## src/rtl/cpu_irq_pkg.sv

```systemverilog
// -----------------------------------------------------------------------------
// cpu_irq_pkg
// Shared definitions for the CPU interrupt controller: default source count,
// identifier width derived from it, and the controller state encoding.
// -----------------------------------------------------------------------------
package cpu_irq_pkg;

  localparam int NUM_SRC_DEF = 8;
  localparam int ID_W_DEF    = $clog2(NUM_SRC_DEF);

  // IDLE    : no enabled request outstanding
  // REQ     : interrupt raised towards cpu_pc, waiting for a grant
  // SERVICE : one source accepted, waiting for end-of-service acknowledge
  typedef enum logic [1:0] {
    IDLE    = 2'd0,
    REQ     = 2'd1,
    SERVICE = 2'd2
  } irq_state_e;

endpackage : cpu_irq_pkg

```

## src/rtl/cpu_irq_prio.sv

```systemverilog
// -----------------------------------------------------------------------------
// cpu_irq_prio
// Combinational fixed-priority encoder: the lowest set index of req wins.
//
// Ports
//   req   in  NUM_SRC  enabled pending request vector
//   id    out ID_W     index of the winning request (0 when none)
//   valid out 1        at least one request bit is set
// -----------------------------------------------------------------------------
module cpu_irq_prio
  import cpu_irq_pkg::*;
#(
  parameter int NUM_SRC = NUM_SRC_DEF,
  parameter int ID_W    = ID_W_DEF
) (
  input  logic [NUM_SRC-1:0] req,
  output logic [ID_W-1:0]    id,
  output logic               valid
);

  // Scan from the top down so the last hit, i.e. the lowest index, wins.
  always_comb begin
    id    = '0;
    valid = 1'b0;
    for (int i = NUM_SRC - 1; i >= 0; i--) begin
      if (req[i]) begin
        id    = ID_W'(i);
        valid = 1'b1;
      end
    end
  end

endmodule : cpu_irq_prio

```

## src/rtl/cpu_irq_ctrl.sv

```systemverilog
// -----------------------------------------------------------------------------
// cpu_irq_ctrl
// Edge-triggered, maskable, non-nesting interrupt controller in front of
// cpu_pc. Rising edges on irq_src set pending bits; the lowest-index enabled
// pending source is requested; a grant moves it into service until the CPU
// acknowledges the end of service.
//
// Ports
//   clk             in  1        clock, rising edge
//   reset           in  1        asynchronous reset, active low
//   irq_src         in  NUM_SRC  peripheral interrupt lines (rising edge = request)
//   mask_we         in  1        write mask_wdata into the enable mask
//   mask_wdata      in  NUM_SRC  new enable mask, 1 = enabled
//   interrupt_grant in  1        cpu_pc accepts the current request (1 cycle)
//   irq_ack         in  1        CPU end-of-service pulse (1 cycle)
//   interrupt       out 1        registered request line to cpu_pc
//   irq_id          out ID_W     source being requested or serviced
//   irq_pending     out NUM_SRC  pending-request register
//   irq_mask        out NUM_SRC  enable mask
//   busy            out 1        high while a source is in service
// -----------------------------------------------------------------------------
module cpu_irq_ctrl
  import cpu_irq_pkg::*;
#(
  parameter int NUM_SRC = NUM_SRC_DEF,
  parameter int ID_W    = ID_W_DEF
) (
  input  logic               clk,
  input  logic               reset,
  input  logic [NUM_SRC-1:0] irq_src,
  input  logic               mask_we,
  input  logic [NUM_SRC-1:0] mask_wdata,
  input  logic               interrupt_grant,
  input  logic               irq_ack,
  output logic               interrupt,
  output logic [ID_W-1:0]    irq_id,
  output logic [NUM_SRC-1:0] irq_pending,
  output logic [NUM_SRC-1:0] irq_mask,
  output logic               busy
);

  irq_state_e         state_q, state_d;
  logic               interrupt_q, interrupt_d;
  logic [ID_W-1:0]    irq_id_q, irq_id_d;
  logic [NUM_SRC-1:0] pending_q, pending_d;
  logic [NUM_SRC-1:0] mask_q, mask_d;
  logic [NUM_SRC-1:0] prev_src_q, prev_src_d;

  logic [NUM_SRC-1:0] src_rise;
  logic [NUM_SRC-1:0] pend_clr;
  logic [NUM_SRC-1:0] req_vec;
  logic [ID_W-1:0]    top_id;
  logic               top_valid;

  // The mask only gates request generation; pending bits collect regardless.
  assign req_vec = pending_q & mask_q;

  cpu_irq_prio #(
    .NUM_SRC (NUM_SRC),
    .ID_W    (ID_W)
  ) u_prio (
    .req   (req_vec),
    .id    (top_id),
    .valid (top_valid)
  );

  always_comb begin
    // NOTE: every variable gets a default before the case so no path can
    // leave one unassigned, which would otherwise infer a latch.
    state_d     = state_q;
    interrupt_d = interrupt_q;
    irq_id_d    = irq_id_q;
    pend_clr    = '0;
    src_rise    = irq_src & ~prev_src_q;

    unique case (state_q)
      IDLE: begin
        if (top_valid) begin
          state_d     = REQ;
          interrupt_d = 1'b1;
          irq_id_d    = top_id;
        end
      end
      REQ: begin
        if (!top_valid) begin
          // Request withdrawn (e.g. masked off): drop the line, keep pending.
          state_d     = IDLE;
          interrupt_d = 1'b0;
        end else if (interrupt_grant) begin
          // cpu_pc accepted the id it was shown, so irq_id_q is held as-is.
          state_d     = SERVICE;
          interrupt_d = 1'b0;
          pend_clr    = NUM_SRC'(1) << irq_id_q;
        end else begin
          irq_id_d = top_id;
        end
      end
      SERVICE: begin
        if (irq_ack) begin
          state_d = IDLE;
        end
      end
      default: begin
        state_d     = IDLE;
        interrupt_d = 1'b0;
      end
    endcase

    // A new edge on the granted source wins over its clear.
    pending_d  = (pending_q & ~pend_clr) | src_rise;
    mask_d     = mask_we ? mask_wdata : mask_q;
    prev_src_d = irq_src;
  end

  // NOTE: state registers use non-blocking assignments so every flop samples
  // the pre-edge value of every other flop, independent of statement order.
  always_ff @(posedge clk or negedge reset) begin
    if (!reset) begin
      state_q     <= IDLE;
      interrupt_q <= 1'b0;
      irq_id_q    <= '0;
      pending_q   <= '0;
      mask_q      <= '0;
      prev_src_q  <= '0;
    end else begin
      state_q     <= state_d;
      interrupt_q <= interrupt_d;
      irq_id_q    <= irq_id_d;
      pending_q   <= pending_d;
      mask_q      <= mask_d;
      prev_src_q  <= prev_src_d;
    end
  end

  assign interrupt   = interrupt_q;
  assign irq_id      = irq_id_q;
  assign irq_pending = pending_q;
  assign irq_mask    = mask_q;
  assign busy        = (state_q == SERVICE);

endmodule : cpu_irq_ctrl

```

## config.mk

```make
export PLATFORM = sky130hd
export DESIGN_NAME = cpu_irq_ctrl
export DESIGN_NICKNAME = d
export VERILOG_FILES = /design/src/rtl/cpu_irq_pkg.sv /design/src/rtl/cpu_irq_prio.sv /design/src/rtl/cpu_irq_ctrl.sv
export SDC_FILE = /design/constraint.sdc
export NUM_CORES = 1
export LEC_CHECK = 0
export BUFFER_PORTS_ARGS = -buffer_cell sky130_fd_sc_hd__buf_2
export CELL_PAD_IN_SITES_DETAIL_PLACEMENT = 0
export CELL_PAD_IN_SITES_GLOBAL_PLACEMENT = 1
export CORE_MARGIN = 1
export CORE_UTILIZATION = 34
export DETAILED_ROUTE_END_ITERATION = 7
export PLACE_DENSITY_LB_ADDON = 0.1
export SLEW_MARGIN = 20
export SYNTH_ARGS = -nofsm -noshare
export SYNTH_HDL_FRONTEND = slang
export SYNTH_SLANG_ARGS = --single-unit
```

## constraint.sdc

```tcl
create_clock -name clk -period 1.45 [get_ports clk]
set_input_delay 0.145 -clock clk [delete_from_list [all_inputs] [get_ports clk]]
set_output_delay 0.145 -clock clk [all_outputs]
set_load 0.05 [all_outputs]
```

* After elaboration in Yosys (flattened, before gate mapping)
Cells that the tools add are included.
Storage, ports and cells: bits of input ports 21, word-level logic and storage cells 58, output and inout port bits 21, flip-flop bits (word level) 30
Operators by class: bitwise logic cells 7, reduce and logical (&&, ||, !) cells 5, muxes and demuxes 32, shift operators 1, equal/unequal tests 7
Operators by type and width (count):
- $mux 3 | 11
- $and 8x8->8 | 3
- $mux 8 | 3
- $not 8->8 | 2
- $mux 1 | 11
- $mux 2 | 4
- $ne 2x2->1 const B | 4
- $or 8x8->8 | 1
- $shl 1x3->8 const A | 1
- $pmux 2 s3 | 1
- $pmux 3 s2 | 1
- $reduce_and 3->1 | 2
- $reduce_and 4->1 | 1
- $ne 3x3->1 const B | 1
- $pmux 1 s3 | 1
- $eq 2x1->1 const B | 1
- $eq 2x2->1 const B | 1
- $logic_not 2->1 | 1
- $reduce_bool 2->1 | 1
- $not 1->1 | 1

* Depth between registers and ports, before layout
Gate-level depths: netlist of run 1.
depth in word-level cells 14, depth in mapped cells 5, gate-level depth less buffers 4

* Modules after synthesis
A second synthesis of run 1 with hierarchy kept.
Second synthesis, totals: cell total of the unflattened synthesis 103, area total of the unflattened synthesis 1257.5 µm²
By module, submodules not included:
- cpu_irq_ctrl | area each 1177.4 µm², cells an instance 90, seq. area each 750.7 µm², instances 1
- cpu_irq_prio | area each 80.1 µm², cells an instance 13, seq. area each 0.0 µm², instances 1

* Worst setup path before layout of run 1
OpenSTA, ideal clock, no wires.
path type register to register, start point register pending_q[5] (netlist: irq_pending[5]), end point register irq_id_q[0] (netlist: irq_id[0]), stages on the path, launching flop included 6, path buffers 1, library setup time 0.125 ns, required time 1.325 ns, period minus slack after synthesis 1.709 ns, data arrival time 1.584 ns, path slack -0.259 ns, path through dfrtp_1 a22oi_2 nand4_4 and2_4 buf_6 mux2_4
Between the ends: word-level cells in the longest chain between the ends 10, elaborated cells between the ends (all ways) 20, those cells by class eq/ne (2); mux (16); bitwise (1); reduce/logical (1)
Ends and longest elaborated chain:
- start, declared | RTL line cpu_irq_ctrl.sv:45 | logic [NUM_SRC-1:0] pending_q, pending_d;
- start signal, assigned | RTL line cpu_irq_ctrl.sv:129 | pending_q <= pending_d;
- $and 8x8->8 (*) | RTL line cpu_irq_ctrl.sv:56 | assign req_vec = pending_q & mask_q;
- $mux 3 (6 in a row) | RTL line cpu_irq_prio.sv:26 | if (req[i]) begin
- $mux 3 | RTL line cpu_irq_ctrl.sv:89 | end else if (interrupt_grant) begin
- $mux 3 | RTL line cpu_irq_ctrl.sv:85 | if (!top_valid) begin
- $pmux 3 s2 | RTL line cpu_irq_ctrl.sv:76 | unique case (state_q)
- end signal, assigned | RTL line cpu_irq_ctrl.sv:128 | irq_id_q <= irq_id_d;
- end, declared | RTL line cpu_irq_ctrl.sv:44 | logic [ID_W-1:0] irq_id_q, irq_id_d;
Every way passes the cells marked *; elsewhere a longest branch is shown, timed or not. The select of a mux whose other input is x is not followed. A chain may end at the register's enable or synchronous reset.

* Worst setup path in the final report of run 1
start point register mask_q[5] (netlist: irq_mask[5]), end point register irq_id_q[1] (netlist: irq_id[1])
Between the ends: word-level cells in the longest chain between the ends 10, elaborated cells between the ends (all ways) 20, those cells by class eq/ne (2); mux (16); bitwise (1); reduce/logical (1)
Ends and longest elaborated chain:
- start, declared | RTL line cpu_irq_ctrl.sv:46 | logic [NUM_SRC-1:0] mask_q, mask_d;
- start signal, assigned | RTL line cpu_irq_ctrl.sv:130 | mask_q <= mask_d;
- $and 8x8->8 (*) | RTL line cpu_irq_ctrl.sv:56
- $mux 3 (6 in a row) | RTL line cpu_irq_prio.sv:26
- $mux 3 | RTL line cpu_irq_ctrl.sv:89
- $mux 3 | RTL line cpu_irq_ctrl.sv:85
- $pmux 3 s2 | RTL line cpu_irq_ctrl.sv:76
Marked as above.

==> flow_summary.yaml, run 1 <==
detailed_routing:
  vias: 1025
  routed_via_density: 4.62
  detail_route.first_pass.iterations: 4
  route.detailed.wl_per_inst_um: 12.7
  first_iter_violations: 18
  drc_viols: 0
  postRouteWirelength_um: 2820
  detail-route-antenna-nets: 0
timing:
  timing.final.hold_violations: 0
  fin_tns_setup_ns: 0
  slew_viol_final: 0
  maximum_operating_frequency_mhz: 706
  maxSlewHeadroom_pct: 55.3
  rsz0062_at_grt: "yes"
  final_min_period_over_clock_period_pct: 97.7
  clock_skew_ns: 0.00393
  finalSetupViolations: 0
  worst-slew-pin-transition_ns: 0.670
  postLayoutSetupSlackWorst_ns: 0.0340
  finalWorstPathRequiredPeriod_ns: 1.42
synthesis:
  synth_top_cells_by_area: "sky130_fd_sc_hd__dfrtp_1 (58%), sky130_fd_sc_hd__mux2_2 (6.9%), sky130_fd_sc_hd__a22oi_4 (3.3%)"
  synth_cells: 108
  async_reset_ff_share_pct: 100
  syn_nets: 129
  count_of_unique_library_cells_instantiated_by_yosys: 28
  synth-main-ff-cell: "sky130_fd_sc_hd__dfrtp_1"
  synth_seq_area_share_pct: 57.6
  synth_most_common_cell: "sky130_fd_sc_hd__dfrtp_1"
  postSynthRegisterBits: 30
  yosys.area.top_type_share_pct: 57.6
  post-synth-top-area-cell: "sky130_fd_sc_hd__dfrtp_1"
  synthTopCellsByCount: "sky130_fd_sc_hd__dfrtp_1 (30), sky130_fd_sc_hd__inv_1 (11), sky130_fd_sc_hd__a21oi_1 (8), sky130_fd_sc_hd__mux2_2 (8), sky130_fd_sc_hd__o21ai_0 (8)"
  synthesis.yosys.warnings: 0
  mappedNetlistArea_um2: 1300
  syn_avg_cell_area_um2: 12.1
  synth-edff-count: 0
worst_setup_path:
  worst-endpoint-arrival_ns: 1.58
  worst_path_class_setup: "reg -> reg"
  worst_path_max_delay_cell: "sky130_fd_sc_hd__dfrtp_2"
  cp_max_fo: 6
  timing.critical_path.cells: "a22oi_2 > nand4_4 > and2_4 > mux2_4"
  timing.critical_path.to_type: "register"
  start_kind: "register"
  critical_path.top_delay_family: "flip-flops"
  timing.critical_path.buf_inv: 0
  required_ns: 1.62
  max_stage_delay_ns: 0.40
floorplanning:
  die_width_um: 63.9
  chipHeight_um: 63.9
  placeable_core_region_um2: 3660
  io-pin-count: 42
  die-area_um2: 4090
  placement_rows: 22
  floorplan.initialDensity_pct: 35.6
layout:
  post_route_cells_drive_above_1_share_pct: 54.0
  num_antenna_cells: 0
  fillCellCount: 349
  sequential_cell_area_um2: 771
  layout.core_utilization_pct: 50.6
  finalNetCount: 194
  multi_input_area_um2: 503
  flow.area_growth_from_synthesis_pct: 42.2
clocking:
  cts_max_path_buffers: 2
  cts_buffers: 5
  path_clk_slew_ns: 0.06
  clkSinkCount: 30
  cts_root_buf: "sky130_fd_sc_hd__clkbuf_8"
  htreeDepth: 2
  clkLatencyLatePin_ns: 0.28
  clock_tree_from_tritoncts: "done"
global_route:
  grt_overflow_total: 0
  grt_pass1_vias: 996
  largest_net_degree_at_the_start_of_global_routing: 31
  groute.usage.overall_pct: 15.8
  grt_antenna_before_repair: 0
  grt_pass1_wl_um: 4670
outcome:
  run_status: "finished, final reports clean"
placement:
  dp.final_hpwl_um: 2130
  place_ws_ns: 0.0285
  gp_routability_congestion: 0.708
  portBuffers: 41
power_and_ir_drop:
  power_per_cell_area_nw_per_um2: 1710
  vdd.ir_drop.worst_v: 0.00114
  power.leakage_nw: 0.881
hold_path:
  hold_class: "in -> reg"
run:
  cap_viol_max_count: 0
-- worst paths after layout --
path	start	slack, ns	cells past startpoint	end
max	irq_mask[5]$_DFFE_PN0P_	0.03	4	irq_id[1]$_DFFE_PN0P_
min	irq_ack	0.04	2	state_q[1]$_DFFE_PN0P_
max reg2reg	irq_mask[5]$_DFFE_PN0P_	0.03	4	irq_id[1]$_DFFE_PN0P_
min reg2reg	prev_src_q[4]$_DFF_PN0_	0.46	1	irq_pending[4]$_DFF_PN0_
max in group asynchronous	reset	0.54	2	irq_mask[1]$_DFFE_PN0P_
min in group asynchronous	reset	0.44	2	irq_mask[6]$_DFFE_PN0P_
-- where the power goes --
group / total (mW) / switching, mW / leakage (nW) / internal [mW]
sequential: 1.16 / 0.169 / 0.321 / 0.996
clock: 0.817 / 0.312 / 0.0579 / 0.505
combinational: 1.18 / 0.754 / 0.502 / 0.431
total: 3.17 / 1.23 / 0.881 / 1.93
-- sequential cells by signal (all words and copies together) (netlist names) --
name         cells
irq_mask         8
irq_pending      8
prev_src_q       8
irq_id           3
state_q          2
interrupt        1
-- routing by layer --
| layer | wire length, um | GRT usage (%) | part of all wire [%] | vias to the layer above |
|---|---|---|---|---|
| met2 | 1250 | 23.0 | 44 | 34 |
| met3 | 162 | 4.64 | 5.7 | 9 |
| met1 | 1330 | 20.5 | 47 | 474 |
| met5 | 0 | 0 | 0 | - |
| li1 | - | - | - | 508 |
| met4 | 82 | 9.66 | 2.9 | 0 |
-- cell type report --
cell class / count / share of cell area, %
inverters: 11 / 2.23
repair buffers: 60 / 20.0
clock inverters: 3 / 2.16
well taps: 48 / 3.24
flip-flops and latches: 30 / 41.6
clock buffers: 5 / 3.71
multi-input cells: 65 / 27.1
-- metrics by stage --
step	hold WS, ns	instances	area (um2)	power [mW]
2_1_floorplan	-0.151	108	1320	2.03
3_3_place_gp	0.215	204	1640	2.33
3_5_place_dp	0.220	204	1640	2.33
4_1_cts	0.0403	221	1840	3.18
5_1_grt	0.0527	222	1850	3.34
6_report	0.0378	222	1850	3.17
-- worst register-to-register path, stage by stage, from the launching register on --
cell                      delay [ns]
sky130_fd_sc_hd__dfrtp_2        0.40
sky130_fd_sc_hd__a22oi_2        0.26
sky130_fd_sc_hd__nand4_4        0.16
sky130_fd_sc_hd__and2_4         0.19
sky130_fd_sc_hd__mux2_4         0.29
-- logic make-up after synthesis --
group,count (synthesis),share of synthesized area [%]
AOI/OAI and AO/OA,29,16.7
buffers and inverters,13,4.32
DFF,30,57.6
muxes,10,9.21
and+or+nand+nor,26,12.2
-- placed cells by master (no fill, tap or decap), drive strengths merged, types with 3 or more instances in the layout --
cell,netlist,final
a22oi,5,5
mux2,10,10
inv,11,11
nand2b,3,3
buf,1,51
a21oi,8,8
nand3,3,3
clkbuf,1,5
dfrtp,30,30
o21ai,9,9
nor2b,6,6
nand2,7,7
dlygate4sd3,0,9
-- timing repair --
| action | 4_1_cts | 5_1_grt |
|---|---|---|
| setup endpoints to repair | 0 | 5 |
| hold buffers | 9 | 0 |
| hold endpoints to repair | 38 | 0 |
| gates resized for setup | 0 | 2 |
| setup buffers | 0 | 1 |
(Power assumes the default switching activity.)
==> run 2: changes to the inputs <==
- REMOVE_ABC_BUFFERS: default -> 1
- clock period: 1.45 -> 1.25 ns (I/O delays scaled with it)
==> flow_summary.yaml, run 2 (synthesized netlist as in run 1, its figures left out) <==
outcome:
  run_status: "finished with violations"
  failing_checks: "negative setup slack"
detailed_routing:
  vias: 1075
  postRouteWirelength_um: 3050
  routed_via_density: 4.57
  detail-route-antenna-nets: 0
  detail_route.first_pass.iterations: 4
  route.detailed.wl_per_inst_um: 13.0
  drc_viols: 0
  first_iter_violations: 31
placement:
  portBuffers: 41
  dp.final_hpwl_um: 2360
  placed_cells: 217
  gp_routability_congestion: 0.779
  postPlaceCellArea_um2: 1730
clocking:
  clkLatencyLatePin_ns: 0.28
  cts_max_path_buffers: 2
  htreeDepth: 2
  cts_root_buf: "sky130_fd_sc_hd__clkbuf_8"
  clkSinkCount: 30
  clock_tree_from_tritoncts: "done"
  path_clk_slew_ns: 0.06
  cts_buffers: 5
worst_setup_path:
  worst-endpoint-arrival_ns: 1.55
  timing.critical_path.cells: "a22oi_2 > nand4_4 > and2_4 > mux2_4"
  critPathLaunch: "irq_mask[7]$_DFFE_PN0P_"
  worst_path_max_delay_cell: "sky130_fd_sc_hd__dfrtp_1"
  required_ns: 1.42
  start_kind: "register"
  worst_path_class_setup: "reg -> reg"
  timing.critical_path.to_type: "register"
  max_stage_delay_ns: 0.40
  cp_max_fo: 4
  r2r-start: "irq_mask[7]$_DFFE_PN0P_"
layout:
  leading_cell_types_in_the_layout_fill_and_taps_excluded: "sky130_fd_sc_hd__buf_2 (36), sky130_fd_sc_hd__dfrtp_1 (30), sky130_fd_sc_hd__buf_4 (19)"
  finalNetCount: 207
  finish.instance_area_um2: 1980
  final_common_cell: "sky130_fd_sc_hd__buf_2"
  post_route_non_filler_standard_cell_count: 235
  layout.core_utilization_pct: 54.0
  flow.area_growth_from_synthesis_pct: 51.6
  num_antenna_cells: 0
  post_route_cells_drive_above_1_share_pct: 49.2
  fillCellCount: 342
timing:
  hold_slack_ns: 0.0155
  worst-slew-pin-transition_ns: 0.345
  finalWorstPathRequiredPeriod_ns: 1.38
  rsz0062_at_grt: "yes"
  final_min_period_over_clock_period_pct: 111
  clock_skew_ns: 0.00568
  postLayoutSetupSlackWorst_ns: -0.134
  maximum_operating_frequency_mhz: 722
  slew_viol_final: 0
  maxSlewHeadroom_pct: 77.0
  timing.final.hold_violations: 0
  finalSetupViolations: 12
floorplanning:
  placement_rows: 22
  die_width_um: 63.9
  io-pin-count: 42
  placeable_core_region_um2: 3660
  die-area_um2: 4090
  chipHeight_um: 63.9
  floorplan.initialDensity_pct: 35.6
global_route:
  groute.usage.overall_pct: 17.6
  grt_overflow_total: 0
  largest_net_degree_at_the_start_of_global_routing: 18
  grt_pass1_vias: 1120
  grt_pass1_wl_um: 5260
  grt_antenna_before_repair: 0
power_and_ir_drop:
  power_per_cell_area_nw_per_um2: 1840
  vdd.ir_drop.worst_v: 0.000934
  power.leakage_nw: 0.964
hold_path:
  worst_hold_startpoint: "irq_ack"
  hold_class: "in -> reg"
run:
  cap_viol_max_count: 0
[run 2: cell types whose count changed in the layout (fill, tap and decap cells not counted), moves of 2 or more]
cell	change
sky130_fd_sc_hd__buf_2	-5
sky130_fd_sc_hd__clkbuf_4	+2
sky130_fd_sc_hd__dfrtp_2	-16
sky130_fd_sc_hd__o21ai_0	-2
sky130_fd_sc_hd__o21ai_2	+2
sky130_fd_sc_hd__dfrtp_1	+16
sky130_fd_sc_hd__buf_8	+2
sky130_fd_sc_hd__buf_6	+4
sky130_fd_sc_hd__buf_4	+9
[run 2: per-stage QoR]
| step | power [mW] | setup TNS, ns | worst slack, ns |
|---|---|---|---|
| 2_1_floorplan | 2.30 | -3.00 | -0.368 |
| 3_3_place_gp | 2.77 | -0.240 | -0.0754 |
| 3_5_place_dp | 2.78 | -0.816 | -0.135 |
| 4_1_cts | 3.64 | -0.852 | -0.142 |
| 5_1_grt | 3.85 | -1.82 | -0.203 |
| 6_report | 3.64 | -0.698 | -0.134 |
[run 2: report_power, final]
| group | leakage, nW | switching (mW) | internal [mW] |
|---|---|---|---|
| Clock | 0.0482 | 0.349 | 0.443 |
| Sequential | 0.332 | 0.176 | 1.14 |
| Combinational | 0.584 | 0.929 | 0.604 |
| Total | 0.964 | 1.45 | 2.19 |
[run 2: final cells by class]
| cell class | count | area [um2] | area share, % |
|---|---|---|---|
| clock inverters | 1 | 5.00 | 0.253 |
| flip-flops and latches | 30 | 751 | 38.0 |
| multi-input cells | 65 | 510 | 25.8 |
| clock buffers | 7 | 86.3 | 4.37 |
| inverters | 11 | 41.3 | 2.09 |
| repair buffers | 73 | 523 | 26.5 |
| well taps | 48 | 60.1 | 3.04 |
[run 2: final timing paths]
path	endpoint	slack, ns	cells after the start
max in group asynchronous	irq_pending[4]$_DFF_PN0_	0.57	3
max reg2reg	irq_id[1]$_DFFE_PN0P_	-0.13	4
min in group asynchronous	irq_mask[0]$_DFFE_PN0P_	0.27	2
min	state_q[1]$_DFFE_PN0P_	0.02	2
max	irq_id[1]$_DFFE_PN0P_	-0.13	4
min reg2reg	irq_pending[4]$_DFF_PN0_	0.47	1
[run 2: critical path: cells and delay by family, from the launching register on]
family           cells  cell delay, ns
flip-flops           1            0.40
AND/OR/NAND/NOR      2            0.31
multiplexers         1            0.29
AO/OA/AOI/OAI        1            0.27
[run 2: timing repair]
item	4_1_cts	5_1_grt
hold buffers	9	0
pin swaps	5	1
cloned	0	0
setup endpoints to repair	14	19
setup buffers	0	1
gates resized for setup	10	10
hold endpoints to repair	21	0
[run 2: layer usage]
layer / part of all wire [%] / global-route usage, % / vias up
met5: 0 / 0 / -
li1: - / - / 532
met1: 46 / 22.3 / 509
met3: 4.5 / 5.54 / 6
met4: 1.6 / 7.67 / 0
met2: 48 / 27.3 / 28
==> run 3: changes to the inputs <==
- ABC_AREA: default -> 1
- CORE_UTILIZATION: 34 -> 32
- SYNTH_HIERARCHICAL: default -> 1
==> flow_summary.yaml, run 3 <==
synthesis:
  mappedNetlistArea_um2: 1320
  synthTopCellsByCount: "sky130_fd_sc_hd__nand2_1 (59), sky130_fd_sc_hd__dfrtp_1 (30), sky130_fd_sc_hd__inv_1 (28)"
  synthesis.yosys.warnings: 6
  synth-edff-count: 0
  syn_avg_cell_area_um2: 8.56
  synth_seq_area_share_pct: 57.0
  count_of_unique_library_cells_instantiated_by_yosys: 18
  post-synth-top-area-cell: "sky130_fd_sc_hd__dfrtp_1"
  synth_top_cells_by_area: "sky130_fd_sc_hd__dfrtp_1 (57%), sky130_fd_sc_hd__nand2_1 (17%), sky130_fd_sc_hd__inv_1 (8.0%)"
  synth-main-ff-cell: "sky130_fd_sc_hd__dfrtp_1"
  yosys.area.top_type_share_pct: 57.0
  postSynthRegisterBits: 30
  synth_cells: 154
  async_reset_ff_share_pct: 100
  synth_most_common_cell: "sky130_fd_sc_hd__nand2_1"
timing:
  finalWorstPathRequiredPeriod_ns: 1.39
  maximum_operating_frequency_mhz: 720
  final_min_period_over_clock_period_pct: 111
  slew_viol_final: 0
  worst-slew-pin-transition_ns: 0.399
  finalSetupViolations: 14
  hold_slack_ns: 0.0376
  postLayoutSetupSlackWorst_ns: -0.139
  timing.final.hold_violations: 0
  maxSlewHeadroom_pct: 73.4
  clock_skew_ns: 0.00450
  rsz0062_at_grt: "yes"
detailed_routing:
  vias: 1199
  drc_viols: 0
  detail-route-antenna-nets: 0
  route.detailed.wl_per_inst_um: 10.2
  postRouteWirelength_um: 2920
  detail_route.first_pass.iterations: 4
  routed_via_density: 4.18
  first_iter_violations: 53
floorplanning:
  placeable_core_region_um2: 3800
  floorplan.initialDensity_pct: 34.7
  placement_rows: 22
  chipHeight_um: 66.2
  io-pin-count: 42
  die-area_um2: 4380
  die_width_um: 66.2
clocking:
  clock_tree_from_tritoncts: "done"
  clkLatencyLatePin_ns: 0.28
  htreeDepth: 2
  cts_buffers: 5
  clkSinkCount: 30
  cts_max_path_buffers: 2
  path_clk_slew_ns: 0.06
  cts_root_buf: "sky130_fd_sc_hd__clkbuf_8"
worst_setup_path:
  r2r-start: "irq_pending[7]$_DFF_PN0_"
  required_ns: 1.41
  start_kind: "register"
  worst-endpoint-arrival_ns: 1.55
  critPathLaunch: "irq_pending[7]$_DFF_PN0_"
  r2r_end: "irq_id[0]$_DFFE_PN0P_"
  ff2ff_path_depth: 13
  cp_max_fo: 2
  timing.critical_path.to_type: "register"
  worst_path_class_setup: "reg -> reg"
  ff2ff_setup_slack_ns: -0.14
  setup.worst_path.end: "irq_id[0]$_DFFE_PN0P_"
run:
  cap_viol_max_count: 0
global_route:
  grt_pass1_vias: 1130
  grt_antenna_before_repair: 0
  groute.usage.overall_pct: 15.5
  grt_overflow_total: 0
  largest_net_degree_at_the_start_of_global_routing: 17
  grt_pass1_wl_um: 4780
layout:
  num_antenna_cells: 0
  post_route_cells_drive_above_1_share_pct: 42.7
  post_route_non_filler_standard_cell_count: 287
  final_common_cell: "sky130_fd_sc_hd__nand2_1"
  multi_input_area_um2: 478
  leading_cell_types_in_the_layout_fill_and_taps_excluded: "sky130_fd_sc_hd__nand2_1 (53), sky130_fd_sc_hd__buf_2 (40), sky130_fd_sc_hd__dfrtp_1 (29)"
  flow.area_growth_from_synthesis_pct: 53.2
  sequential_cell_area_um2: 752
  fillCellCount: 392
  finalNetCount: 259
placement:
  placed_cells: 263
  gp_routability_congestion: 0.830
  portBuffers: 41
  dp.final_hpwl_um: 2220
outcome:
  failing_checks: "negative setup slack"
  run_status: "finished with violations"
power_and_ir_drop:
  finalPower_mw: 3.74
  vdd.ir_drop.worst_v: 0.000866
  power_per_cell_area_nw_per_um2: 1850
  power.leakage_nw: 1.11
hold_path:
  hold_class: "in -> reg"
==> run 3: changes by cell type in the layout (fill, tap and decap cells not counted), moves of 5 or more <==
| cell | before | now |
|---|---|---|
| sky130_fd_sc_hd__a21oi_1 | 8 | 1 |
| sky130_fd_sc_hd__inv_2 | 0 | 7 |
| sky130_fd_sc_hd__nand2_2 | 0 | 5 |
| sky130_fd_sc_hd__nand2_1 | 7 | 53 |
| sky130_fd_sc_hd__nor2_1 | 2 | 10 |
| sky130_fd_sc_hd__inv_1 | 11 | 24 |
| sky130_fd_sc_hd__o21ai_0 | 5 | 0 |
| sky130_fd_sc_hd__buf_4 | 19 | 28 |
| sky130_fd_sc_hd__nor2b_1 | 6 | 0 |
==> run 3: critical path, stage by stage, from the launching register on <==
cell and delay [ns]:
sky130_fd_sc_hd__dfrtp_1 0.38, sky130_fd_sc_hd__nand2_1 0.06, sky130_fd_sc_hd__inv_1 0.05, sky130_fd_sc_hd__buf_4 0.12, sky130_fd_sc_hd__buf_4 0.12, sky130_fd_sc_hd__buf_4 0.12
sky130_fd_sc_hd__nand2_1 0.05, sky130_fd_sc_hd__nand2_1 0.04, sky130_fd_sc_hd__nand2_1 0.07, sky130_fd_sc_hd__nand2_1 0.06, sky130_fd_sc_hd__nand2_1 0.05, sky130_fd_sc_hd__a21oi_1 0.06
sky130_fd_sc_hd__nand2_1 0.06, sky130_fd_sc_hd__o21ai_1 0.05
==> run 3: cell type report <==
class                           count  area share [%]
Sequential cell                    30            37.3
Inverter                           31            5.77
Clock inverter                      1           0.248
Tap cell                           48            2.98
Clock buffer                        7            4.28
Timing Repair Buffer               78            25.8
Multi-Input combinational cell     92            23.7
==> run 3: where the power goes <==
| part | switching (mW) | internal, mW | total, mW |
|---|---|---|---|
| clock network | 0.336 | 0.443 | 0.779 |
| logic | 1.11 | 0.567 | 1.67 |
| registers | 0.132 | 1.16 | 1.29 |
==> run 3: how the worst min path moves through the flow <==
| stage | from | end | slack, ns | cells after the start |
|---|---|---|---|---|
| after floorplan | reset | interrupt$_DFFE_PN0P_ | -0.17 | 0 |
| after global placement | reset | prev_src_q[6]$_DFF_PN0_ | 0.06 | 1 |
| after detailed placement | reset | prev_src_q[6]$_DFF_PN0_ | 0.07 | 1 |
| after CTS | irq_ack | state_q[1]$_DFFE_PN0P_ | 0.03 | 2 |
| after global routing | irq_ack | state_q[1]$_DFFE_PN0P_ | 0.03 | 2 |
| final | irq_ack | state_q[1]$_DFFE_PN0P_ | 0.04 | 2 |
==> run 3: cells by family (layout without fill, tap and decap cells) <==
| logic type | count (synthesis) | count (layout) | share of synthesized area, % |
|---|---|---|---|
| AO/OA/AOI/OAI | 8 | 8 | 3.51 |
| AND/OR/NAND/NOR | 76 | 76 | 23.5 |
| buffers and inverters | 32 | 117 | 9.21 |
| flip-flops | 30 | 30 | 57.0 |
| multiplexers | 8 | 8 | 6.84 |
==> run 3: per-layer routing <==
metal / vias to the layer above / GRT usage, % / routed length (um)
li1: 627 / - / -
met1: 535 / 16.8 / 1240
met2: 31 / 26.4 / 1460
met3: 6 / 6.21 / 167
met4: 0 / 7.18 / 51
met5: - / 0 / 0
==> run 3: metrics by stage <==
step / setup slack, ns / TNS [ns] / utilization (%) / instance area, um2
after floorplan: -0.359 / -4.54 / - / 1310
after global placement: -0.179 / -1.75 / 46.0 / 1750
after detailed placement: -0.210 / -2.17 / 46.0 / 1750
after CTS: -0.160 / -1.76 / 51.9 / 1970
after global routing: -0.262 / -3.07 / 53.1 / 2020
final: -0.139 / -1.38 / 53.1 / 2020
==> run 3: repair_timing <==
action / 4_1_cts / 5_1_grt
setup endpoints to repair: 15 / 15
endpoints found under the hold margin: 23 / 0
gates cloned: 0 / 0
gates resized for setup: 8 / 9
setup buffers: 3 / 4
pin swaps: 10 / 6
hold buffers: 9 / 0
